$ cat src/rtl/fft_io_sequencer_radix2.sv
// Host-side sequencer for the 16-point radix-2 FFT core: load a frame, start, wait for done, unload.
// Optional FFT_SEQ_BITREV_EN: unload in bit-reversed register order (natural frequency order).
module fft_io_sequencer_radix2 #(
  parameter int N       = 16,
  parameter int DW      = 16,
  parameter int TIMEOUT = 64
) (
  input  logic                 clk,
  input  logic                 rst_n,
  input  logic                 in_valid,
  output logic                 in_ready,
  input  logic [DW-1:0]        in_re,
  input  logic [DW-1:0]        in_im,
  output logic                 load_we,
  output logic [$clog2(N)-1:0] load_addr,
  output logic [DW-1:0]        load_re,
  output logic [DW-1:0]        load_im,
  output logic                 core_start,
  input  logic                 core_done,
  output logic [$clog2(N)-1:0] rd_addr,
  input  logic [DW-1:0]        rd_re,
  input  logic [DW-1:0]        rd_im,
  output logic                 out_valid,
  input  logic                 out_ready,
  output logic [DW-1:0]        out_re,
  output logic [DW-1:0]        out_im,
  output logic                 out_last,
  output logic                 busy,
  output logic                 err_timeout
);
  localparam int AW = $clog2(N);
  localparam int WW = $clog2(TIMEOUT + 1);

  // Both streams use strict valid/ready: a transfer happens on a rising edge
  // where valid && ready; valid never depends on ready of the same interface.
  typedef enum logic [1:0] {LOAD, START, WAIT, UNLOAD} state_t;

  state_t        state;
  logic [AW-1:0] idx;
  logic [WW-1:0] wdog;
  logic          err_q;
  logic          in_hs;
  logic          out_hs;
  logic          idx_last;

  function automatic logic [AW-1:0] map_idx(input logic [AW-1:0] i);
    logic [AW-1:0] r;
`ifdef FFT_SEQ_BITREV_EN
    for (int b = 0; b < AW; b++) r[b] = i[AW-1-b];
`else
    r = i;
`endif
    return r;
  endfunction

  assign in_ready    = (state == LOAD);
  assign in_hs       = in_valid && in_ready;
  assign out_valid   = (state == UNLOAD);
  assign out_hs      = out_valid && out_ready;
  assign idx_last    = (idx == AW'(N - 1));

  // Data-side outputs are gated to zero whenever their strobe is low.
  assign load_we     = in_hs;
  assign load_addr   = load_we ? idx : '0;
  assign load_re     = load_we ? in_re : '0;
  assign load_im     = load_we ? in_im : '0;
  assign core_start  = (state == START);
  assign rd_addr     = out_valid ? map_idx(idx) : '0;
  assign out_re      = out_valid ? rd_re : '0;
  assign out_im      = out_valid ? rd_im : '0;
  assign out_last    = out_valid && idx_last;
  assign busy        = !((state == LOAD) && (idx == '0));
  assign err_timeout = err_q;

  always_ff @(posedge clk or negedge rst_n) begin
    if (!rst_n) begin
      state <= LOAD;
      idx   <= '0;
      wdog  <= '0;
      err_q <= 1'b0;
    end else begin
      err_q <= 1'b0;
      case (state)
        LOAD: begin
          if (in_hs) begin
            idx <= idx + 1'b1;
            if (idx_last) state <= START;
          end
        end
        START: begin
          state <= WAIT;
          wdog  <= '0;
        end
        WAIT: begin
          // done has priority over watchdog expiry in the same cycle
          if (core_done) begin
            state <= UNLOAD;
            idx   <= '0;
          end else if (wdog == WW'(TIMEOUT - 1)) begin
            state <= LOAD;
            idx   <= '0;
            err_q <= 1'b1;
          end else begin
            wdog <= wdog + 1'b1;
          end
        end
        UNLOAD: begin
          if (out_hs) begin
            idx <= idx + 1'b1;
            if (idx_last) state <= LOAD;
          end
        end
        default: state <= LOAD;
      endcase
    end
  end
endmodule

$ cat config.mk
export PLATFORM = sky130hd
export DESIGN_NAME = fft_io_sequencer_radix2
export DESIGN_NICKNAME = d
export VERILOG_FILES = /design/src/rtl/fft_io_sequencer_radix2.sv
export SDC_FILE = /design/constraint.sdc
export NUM_CORES = 1
export LEC_CHECK = 0
export ABC_CLOCK_PERIOD_IN_PS = 1850
export BUFFER_PORTS_ARGS = -buffer_cell sky130_fd_sc_hd__buf_2
export CAP_MARGIN = 20
export CORE_UTILIZATION = 25
export CTS_CLUSTER_DIAMETER = 120
export DETAILED_ROUTE_END_ITERATION = 7
export GPL_TIMING_DRIVEN = 0
export SLEW_MARGIN = 20
export SYNTH_ARGS = -nofsm -noshare
export SYNTH_HDL_FRONTEND = slang
export SYNTH_SLANG_ARGS = --single-unit
$ cat constraint.sdc
create_clock -name clk -period 1.85 [get_ports clk]
set_input_delay 0.0925 -clock clk [delete_from_list [all_inputs] [get_ports clk]]
set_output_delay 0.0925 -clock clk [all_outputs]
set_load 0.005 [all_outputs]
==> flow_summary_export.csv, run 1 <==
group,metric,value,unit
place,portBuffers,146,
clocking,cts_buffers,3,
sta,fin_crit,1.77,ns
critical_path,worstPathMaxFanout,4,
sta,slew_violations,0,
route,routedWlPerCell,12.7,um
synth,yosysWarnings,0,
sta,skew,0.00186,ns
synth,ys_seq_elements,14,
global_route,grt_pass1_vias,1707,
clocking,max-clock-path-buffers,2,
final_layout,fin_util,0.446,
pwr,p_leak,1.48,nW
hold_path,hold_class,"primary input to register",
route,wl_met3,354,um
clocking,clk_pin_slew,0.06,ns
route,drt_iter0_markers,75,
global_route,grt_pass1_wl,8020,um
sta,fmax,0.564,GHz
clocking,cts_tree,"yes",
critical_path,cp-startpoint,"state[1]",
synth,yosys.cell_types.count,42,
sta,rsz0062_at_grt,"false",
critical_path,r2r_end,"idx[2]",
critical_path,cp_slowest_stage_delay,0.45,ns
pwr,power-per-cell-area,1130,nW/um^2
critical_path,rr_worst_depth,5,
route,dr.pass1.iters,4,
floorplanning,die_y,77.0,um
synth,async_flop_share,1.00,
route,postRouteWirelength,5040,um
floorplanning,die_w,77.0,um
critical_path,setup.worst_path.end_class,"output pin",
sta,hold_violations,0,
synth,synth_nets,251,
route,highest_layer,"met4",
run,drv_cap,0,
place,place_hpwl,4140,um
clocking,clk_latency,0.24,ns
final_layout,layout_commonest_cell,"buf_2",
critical_path,required,1.76,ns
synth,synth_edf_count,0,
clocking,ctsRootBufferMaster,"clkbuf_8",
route,dr_wl_met2,2470,um
floorplanning,die_area,5920,um^2
critical_path,cp-start-kind,"register",
clocking,clock_sinks,14,
global_route,antenna_found_initial,1,
critical_path,cpMaxStageDelayCell,"or4b_1",
floorplanning,num_rows,26,
route,vias,1810,
sta,relSlewSlack,0.704,
final_layout,drive_gt1_frac,0.537,
sta,fin_setup_tns,0,ns
hold_path,min-delay-start,"core_done",
pwr,ir_worst_vdd,0.448,mV
critical_path,reg2reg_from,"wdog[1]",
synth,ys.flop_type,"dfrtp_1",
final_layout,layout_common_cells,"buf_2, and3_1, and2_1, dfrtp_1, a21oi_1",
sta,tightest_slew,0.433,ns
critical_path,cp.arrival,1.68,ns
floorplanning,initial_core_util,0.267,
synth,synth_area,1410,um^2
run_status,run_status,"finished clean",
critical_path,criticalPathCategory,"register to output pin",
sta,setup_violations,0,
critical_path,rrSetupSlack,0.09,ns
route,detail-route-antenna-nets,0,
pwr,power,2.64,mW
floorplanning,core,5270,um^2
clocking,htree_levels,1,
synth,synth-seq-area-share,0.249,
global_route,grt_max_degree,15,
route,drt-met1-wl,2130,um
synth,synth_cells,174,
synth,postSynthAreaPerCell,8.08,um^2
route,via_per_inst,4.56,
final_layout,area_growth,67.1,%
final_layout,nets,405,
global_route,gr-total-overflow,0,
critical_path,crit_path_cell_trace,"inv_2, ha_2, inv_2, or4b_1, buf_2",
place,gp_congestion,0.745,
sta,fin_crit_sh,0.958,
global_route,grtUsageTotal,0.166,
floorplanning,io_pins,148,
route,drc_errors,0,
sta,fin_hold_ws,0.198,ns
critical_path,endpoint,"busy",
critical_path,cp_common_cell,"inv_2",
==> how the worst min path moves through the flow <==
| stage | to | slack (ns) | depth (start not counted) |
|---|---|---|---|
| 6_report | err_timeout | 0.20 | 2 |
| 2_1_floorplan | err_timeout | -0.20 | 0 |
| 5_1_grt | err_timeout | 0.22 | 2 |
| 4_1_cts | err_timeout | 0.17 | 2 |
| 3_5_place_dp | wdog[4] | 0.01 | 1 |
| 3_3_place_gp | wdog[4] | 0.01 | 1 |
==> power by group <==
group | internal (mW) | switching, mW
registers | 0.394 | 0.114
clock network | 0.144 | 0.101
logic | 0.937 | 0.954
total | 1.47 | 1.17
==> cells in the mapped netlist (all sizes together), types with 2 or more instances <==
cell     instances  share of area
nor3             2         0.0071
inv              7          0.019
nand2b           2         0.0089
mux2i            3          0.021
a21oi            8          0.037
nand2            4          0.011
dfrtp           14           0.25
a2111oi          2          0.017
and2            35           0.16
nand3            6          0.021
ha               8          0.071
a211o            3          0.025
o21ai            3          0.011
nor2             4          0.011
and3            39           0.18
clkbuf          14          0.038
==> logic make-up (layout without fill, tap and decap cells) <==
family | Yosys count | count (layout) | share of synthesized area
and+or+nand+nor | 101 | 101 | 0.443
AOI/OAI and AO/OA | 25 | 25 | 0.142
buffers and inverters | 21 | 173 | 0.0570
DFF | 14 | 14 | 0.249
adders and majority gates | 8 | 8 | 0.0712
muxes | 4 | 4 | 0.0321
xor gates and xnor gates | 1 | 1 | 0.00623
other | 0 | 1 | 0
==> cell type report <==
cell class	count	area (um^2)
Clock buffer	3	41.3
Sequential cell	14	350
Multi-Input combinational cell	139	1010
Fill cell	547	2920
Inverter	7	30.0
Tap cell	70	87.6
Timing Repair Buffer	149	756
Antenna cell	1	2.50
Buffer	14	67.6
==> worst max-delay path, delay by kind of cell, from the launching register on <==
family / cells / cell delay [ns]
fa+ha+maj: 1 / 0.22
simple gates: 1 / 0.45
buf+inv: 3 / 0.33
flops: 1 / 0.43
==> per-stage QoR <==
step / setup slack [ns] / cells / cell area (um^2)
after floorplan: 0.186 / 174 / 1410
after global placement: -0.0264 / 390 / 2220
after global routing: 0.00121 / 397 / 2350
after CTS: 0.00820 / 394 / 2290
after detailed placement: -0.0640 / 390 / 2220
final: 0.0783 / 397 / 2350
==> state kept, by name (all words and copies together) (netlist names) <==
signal / flops
wdog: 7
state: 2
err_timeout: 1
idx: 4
==> metal layers <==
layer | vias to the layer above | global-route usage
met5 | - | 0
met2 | 78 | 0.298
li1 | 927 | -
met4 | 0 | 0.0566
met1 | 799 | 0.193
met3 | 6 | 0.0345
==> repair_timing <==
| item | in CTS | in global routing |
|---|---|---|
| pin swaps | 0 | 0 |
| endpoints found under the setup margin | 39 | 50 |
| setup buffers | 0 | 2 |
| hold buffers | 1 | 0 |
| hold endpoints to repair | 14 | 0 |
| gates resized for setup | 8 | 16 |
No activity file was read; power rests on OpenSTA's default activity.
==> inputs of run 2 (changes only) <==
- PLACE_DENSITY_LB_ADDON: default -> 0.1
==> flow_summary_export.csv, run 2 (synthesized netlist as in run 1, its figures left out) <==
group,metric,value,unit
pwr,ir_worst_vdd,0.474,mV
sta,fmax,0.569,GHz
final_layout,layout_common_cells,"buf_2, and3_1, and2_1, dfrtp_1",
clocking,cts_tree,"yes",
pwr,power-per-cell-area,1100,nW/um^2
global_route,grtUsageTotal,0.167,
floorplanning,core,5270,um^2
pwr,internal_power,1.44,mW
sta,tightest_slew,0.390,ns
floorplanning,die_y,77.0,um
global_route,antenna_found_initial,1,
pwr,pwr-share-seq,0.197,
sta,relSlewSlack,0.739,
sta,slew_violations,0,
final_layout,top_regs,"wdog (7), idx (4), state (2)",
place,dpl.cell_count,390,
route,dr.pass1.iters,4,
clocking,ctsRootBufferMaster,"clkbuf_8",
global_route,grt_max_degree,15,
sta,skew,0.00478,ns
critical_path,criticalPathCategory,"register to register",
clocking,postCtsSetupBuffers,0,
critical_path,cp_slowest_stage_delay,0.43,ns
pwr,clkPwrFrac,0.118,
global_route,gr-total-overflow,0,
route,drc_errors,0,
floorplanning,die_area,5920,um^2
pwr,pwr-share-comb,0.685,
route,routedWlPerCell,12.7,um
critical_path,worstPathMaxFanout,6,
place,portBuffers,146,
critical_path,crit_family,"compound AO/OA/AOI/OAI gates",
sta,hold_violations,0,
sta,setup_violations,0,
place,place_hpwl,4030,um
clocking,htree_levels,1,
floorplanning,die_w,77.0,um
sta,fin_crit,1.76,ns
run,drv_cap,0,
clocking,cts_buffers,3,
route,detail-route-antenna-nets,0,
floorplanning,io_pins,148,
route,postRouteWirelength,5020,um
clocking,clk_latency,0.25,ns
sta,fin_crit_sh,0.951,
place,gp_congestion,0.775,
final_layout,drive_gt1_frac,0.529,
run_status,run_status,"finished clean",
final_layout,n_fill_cell,543,
clocking,max-clock-path-buffers,2,
route,vias,1786,
global_route,grt_pass1_vias,1785,
clocking,clk_pin_slew,0.06,ns
clocking,clock_sinks,14,
final_layout,top_register,"wdog",
final_layout,fin_util,0.445,
critical_path,required,1.98,ns
hold_path,hold_class,"primary input to register",
critical_path,crit_path_cell_trace,"ha_4, and3b_4, a21oi_4, a211o_4, mux2_4",
critical_path,cp-start-kind,"register",
critical_path,path_buf_inv,0,
final_layout,area_growth,66.8,%
critical_path,cpMaxStageDelayCell,"dfrtp_1",
route,drt_iter0_markers,50,
final_layout,stdcell_count,396,
pwr,swShare,0.443,
final_layout,nets,403,
final_layout,largest_register_ff_count,7,
floorplanning,initial_core_util,0.267,
sta,rsz0062_at_grt,"false",
critical_path,cp.arrival,1.89,ns
critical_path,setup.worst_path.end_class,"register",
pwr,p_switching,1.15,mW
route,via_per_inst,4.51,
final_layout,layout_commonest_cell,"buf_2",
pwr,p_leak,1.48,nW
global_route,grt_pass1_wl,8090,um
floorplanning,num_rows,26,
-- run 2: cell type report --
class | count | area (um^2) | share of cell area
Sequential cell | 14 | 350 | 0.149
Tap cell | 70 | 87.6 | 0.0374
Antenna cell | 1 | 2.50 | 0.00107
Inverter | 7 | 26.3 | 0.0112
Clock buffer | 4 | 55.1 | 0.0235
Timing Repair Buffer | 147 | 741 | 0.316
Multi-Input combinational cell | 139 | 1010 | 0.433
Buffer | 14 | 66.3 | 0.0283
-- run 2: power by group through the flow --
stage | Combinational [mW] | Clock (mW) | Sequential, mW
floorplan | 1.07 | 0 | 0.474
global placement | 1.70 | 0 | 0.502
detailed placement | 1.71 | 0 | 0.504
CTS | 1.73 | 0.323 | 0.499
global route | 2.00 | 0.336 | 0.530
finish | 1.77 | 0.307 | 0.509
-- run 2: final timing paths --
path | from | to | slack (ns) | depth (start not counted)
setup / recovery | wdog[0] | idx[0] | 0.09 | 5
hold / removal | core_done | err_timeout | 0.19 | 2
setup reg to reg | wdog[0] | idx[0] | 0.09 | 5
hold reg to reg | wdog[6] | err_timeout | 0.46 | 1
max in group asynchronous | rst_n | idx[3] | 1.32 | 2
min in group asynchronous | rst_n | wdog[5] | 0.27 | 2
-- run 2: timing repair --
action                     CTS  global route
hold buffers                 1             0
setup endpoints to repair   37            43
gates cloned                 0             0
resized for setup            6            16
hold endpoints to repair    14             0
-- run 2: metal layers --
| layer | part of all wire | wire length, um | global-route usage | vias to the layer above |
|---|---|---|---|---|
| met5 | 0 | 0 | 0 | - |
| met4 | 0.020 | 102 | 0.0566 | 0 |
| met3 | 0.066 | 331 | 0.0393 | 10 |
| met2 | 0.50 | 2520 | 0.317 | 72 |
| met1 | 0.41 | 2060 | 0.178 | 788 |
| li1 | - | - | - | 916 |
-- run 2: per-stage QoR --
step	TNS, ns	hold slack (ns)	power [mW]	setup slack [ns]	instance area (um^2)
2_1_floorplan	0	-0.203	1.55	0.186	1410
3_5_place_dp	-0.443	0.0209	2.21	-0.119	2220
6_report	0	0.194	2.59	0.0915	2340
3_3_place_gp	-0.321	0.0167	2.20	-0.0824	2220
4_1_cts	0	0.164	2.55	0.0110	2300
5_1_grt	0	0.217	2.86	0.00459	2340
-- run 2: worst register-to-register path: cells and delay by family (launching register included) --
family | cells | cell delay, ns
AO/OA/AOI/OAI | 2 | 0.47
adder cells (fa/ha/maj) | 1 | 0.19
flip-flops | 1 | 0.43
multiplexers | 1 | 0.30
AND/OR/NAND/NOR | 1 | 0.25
==> inputs of run 3 (changes only) <==
- ABC_CLOCK_PERIOD_IN_PS: 1850 -> 1520
- clock period: 1.85 -> 1.52 ns (I/O delays scaled with it)
==> flow_summary_export.csv, run 3 (synthesized netlist as in run 1, its figures left out) <==
group,metric,value,unit
clocking,ctsRootBufferMaster,"clkbuf_8",
clocking,max-clock-path-buffers,2,
route,dr.pass1.iters,4,
critical_path,required,1.67,ns
sta,fin_ws,-0.165,ns
route,postRouteWirelength,5400,um
final_layout,area_growth,86.7,%
critical_path,worstPathMaxFanout,5,
hold_path,hold_path_depth,2,
pwr,clkPwrFrac,0.101,
route,routedWlPerCell,13.1,um
final_layout,layout_common_cells,"buf_2, and3_1, and2_1, buf_4, dfrtp_1",
floorplanning,initial_core_util,0.267,
sta,slew_violations,0,
final_layout,largest_register_ff_count,7,
place,gp_congestion,0.734,
global_route,grtUsageTotal,0.175,
sta,setup_violations,40,
route,via_per_inst,4.56,
clocking,clk_pin_slew,0.07,ns
pwr,swShare,0.426,
critical_path,rrSetupSlack,-0.17,ns
sta,fin_crit_sh,1.11,
final_layout,drive_gt1_frac,0.594,
clocking,clk_latency,0.26,ns
pwr,power,3.93,mW
floorplanning,die_w,77.0,um
route,drt_iter0_markers,53,
run,drv_cap,0,
critical_path,cp.arrival,1.83,ns
final_layout,n_fill_cell,507,
clocking,cts_buffers,3,
pwr,p_switching,1.67,mW
run_status,run_status,"finished, violations left",
pwr,p_leak,1.59,nW
final_layout,top_regs,"wdog (7), idx (4), state (2)",
sta,skew,0.00708,ns
sta,fmax,0.593,GHz
route,drc_errors,0,
clocking,cts_tree,"yes",
place,portBuffers,146,
route,vias,1879,
pwr,pwr-share-seq,0.161,
floorplanning,die_y,77.0,um
clocking,clock_sinks,14,
route,detail-route-antenna-nets,0,
run_status,violations,"negative setup slack",
pwr,pwr-share-comb,0.738,
global_route,grt_pass1_vias,1768,
sta,rsz0062_at_grt,"true",
critical_path,rr_worst_depth,6,
hold_path,hold_class,"primary input to register",
final_layout,stdcell_count,412,
critical_path,criticalPathCategory,"register to register",
pwr,power-per-cell-area,1500,nW/um^2
pwr,ir_worst_vdd,0.839,mV
global_route,grt_max_degree,15,
global_route,gr-total-overflow,0,
clocking,htree_levels,1,
final_layout,top_register,"wdog",
sta,fin_crit,1.69,ns
floorplanning,die_area,5920,um^2
floorplanning,io_pins,148,
place,place_hpwl,3930,um
critical_path,setup.worst_path.end_class,"register",
sta,fin_hold_ws,0.191,ns
final_layout,nets,420,
final_layout,n_antenna_cell,0,
pwr,internal_power,2.26,mW
global_route,grt_pass1_wl,8380,um
global_route,antenna_found_initial,0,
floorplanning,num_rows,26,
final_layout,layout_commonest_cell,"buf_2",
sta,tightest_slew,0.436,ns
sta,relSlewSlack,0.709,
critical_path,cp-start-kind,"register",
floorplanning,core,5270,um^2
place,dp_slack,-0.297,ns
sta,fin_setup_tns,-2.97,ns
place,dpl.cell_count,390,
sta,hold_violations,0,
run 3: area by class of cell:
| class | count | area [um^2] | share of cell area |
|---|---|---|---|
| buffer | 14 | 118 | 0.0448 |
| clock buffer | 4 | 55.1 | 0.0210 |
| inverter | 7 | 32.5 | 0.0124 |
| multi-input combinational | 139 | 1100 | 0.420 |
| sequential | 14 | 353 | 0.134 |
| tap | 70 | 87.6 | 0.0334 |
| timing repair buffer | 164 | 876 | 0.334 |
run 3: final timing paths:
path                                     to      start
min in group asynchronous           wdog[1]      rst_n
worst max register to register       idx[0]   state[1]
worst max-delay path                 idx[0]   state[1]
worst min-delay path            err_timeout  core_done
worst min register to register  err_timeout    wdog[6]
max in group asynchronous          state[0]      rst_n
run 3: per-layer routing:
layer	vias up	GRT usage	routed length, um
li1	949	-	-
met1	835	0.168	2000
met2	81	0.351	2870
met3	14	0.0405	377
met4	0	0.0698	142
met5	-	0	0
run 3: power groups by stage:
stage                     Combinational [mW]  Sequential [mW]  Clock [mW]
after floorplan                         1.32            0.577           0
after global placement                  2.07            0.614           0
after detailed placement                2.07            0.613           0
after CTS                               2.82            0.622       0.402
after global routing                    3.17            0.654       0.417
final                                   2.90            0.631       0.396
run 3: metrics by stage:
| step | util | cell area, um^2 |
|---|---|---|
| 2_1_floorplan | - | 1420 |
| 3_3_place_gp | 0.424 | 2230 |
| 3_5_place_dp | 0.424 | 2230 |
| 4_1_cts | 0.490 | 2580 |
| 5_1_grt | 0.498 | 2620 |
| 6_report | 0.498 | 2620 |
run 3: what timing repair did:
item / CTS / global route
hold endpoints to repair: 14 / 0
setup endpoints to repair: 82 / 60
pin swaps: 10 / 6
buffers inserted: 13 / 3
gates cloned: 1 / 0
hold buffers: 1 / 0
gates resized for setup: 41 / 6
run 3: worst max-delay path: stages (launching register included):
cell and delay, ns:
dfrtp_2 0.44, inv_2 0.09, ha_4 0.16, inv_4 0.04
o22ai_2 0.36, a211o_4 0.19, mux2_4 0.29
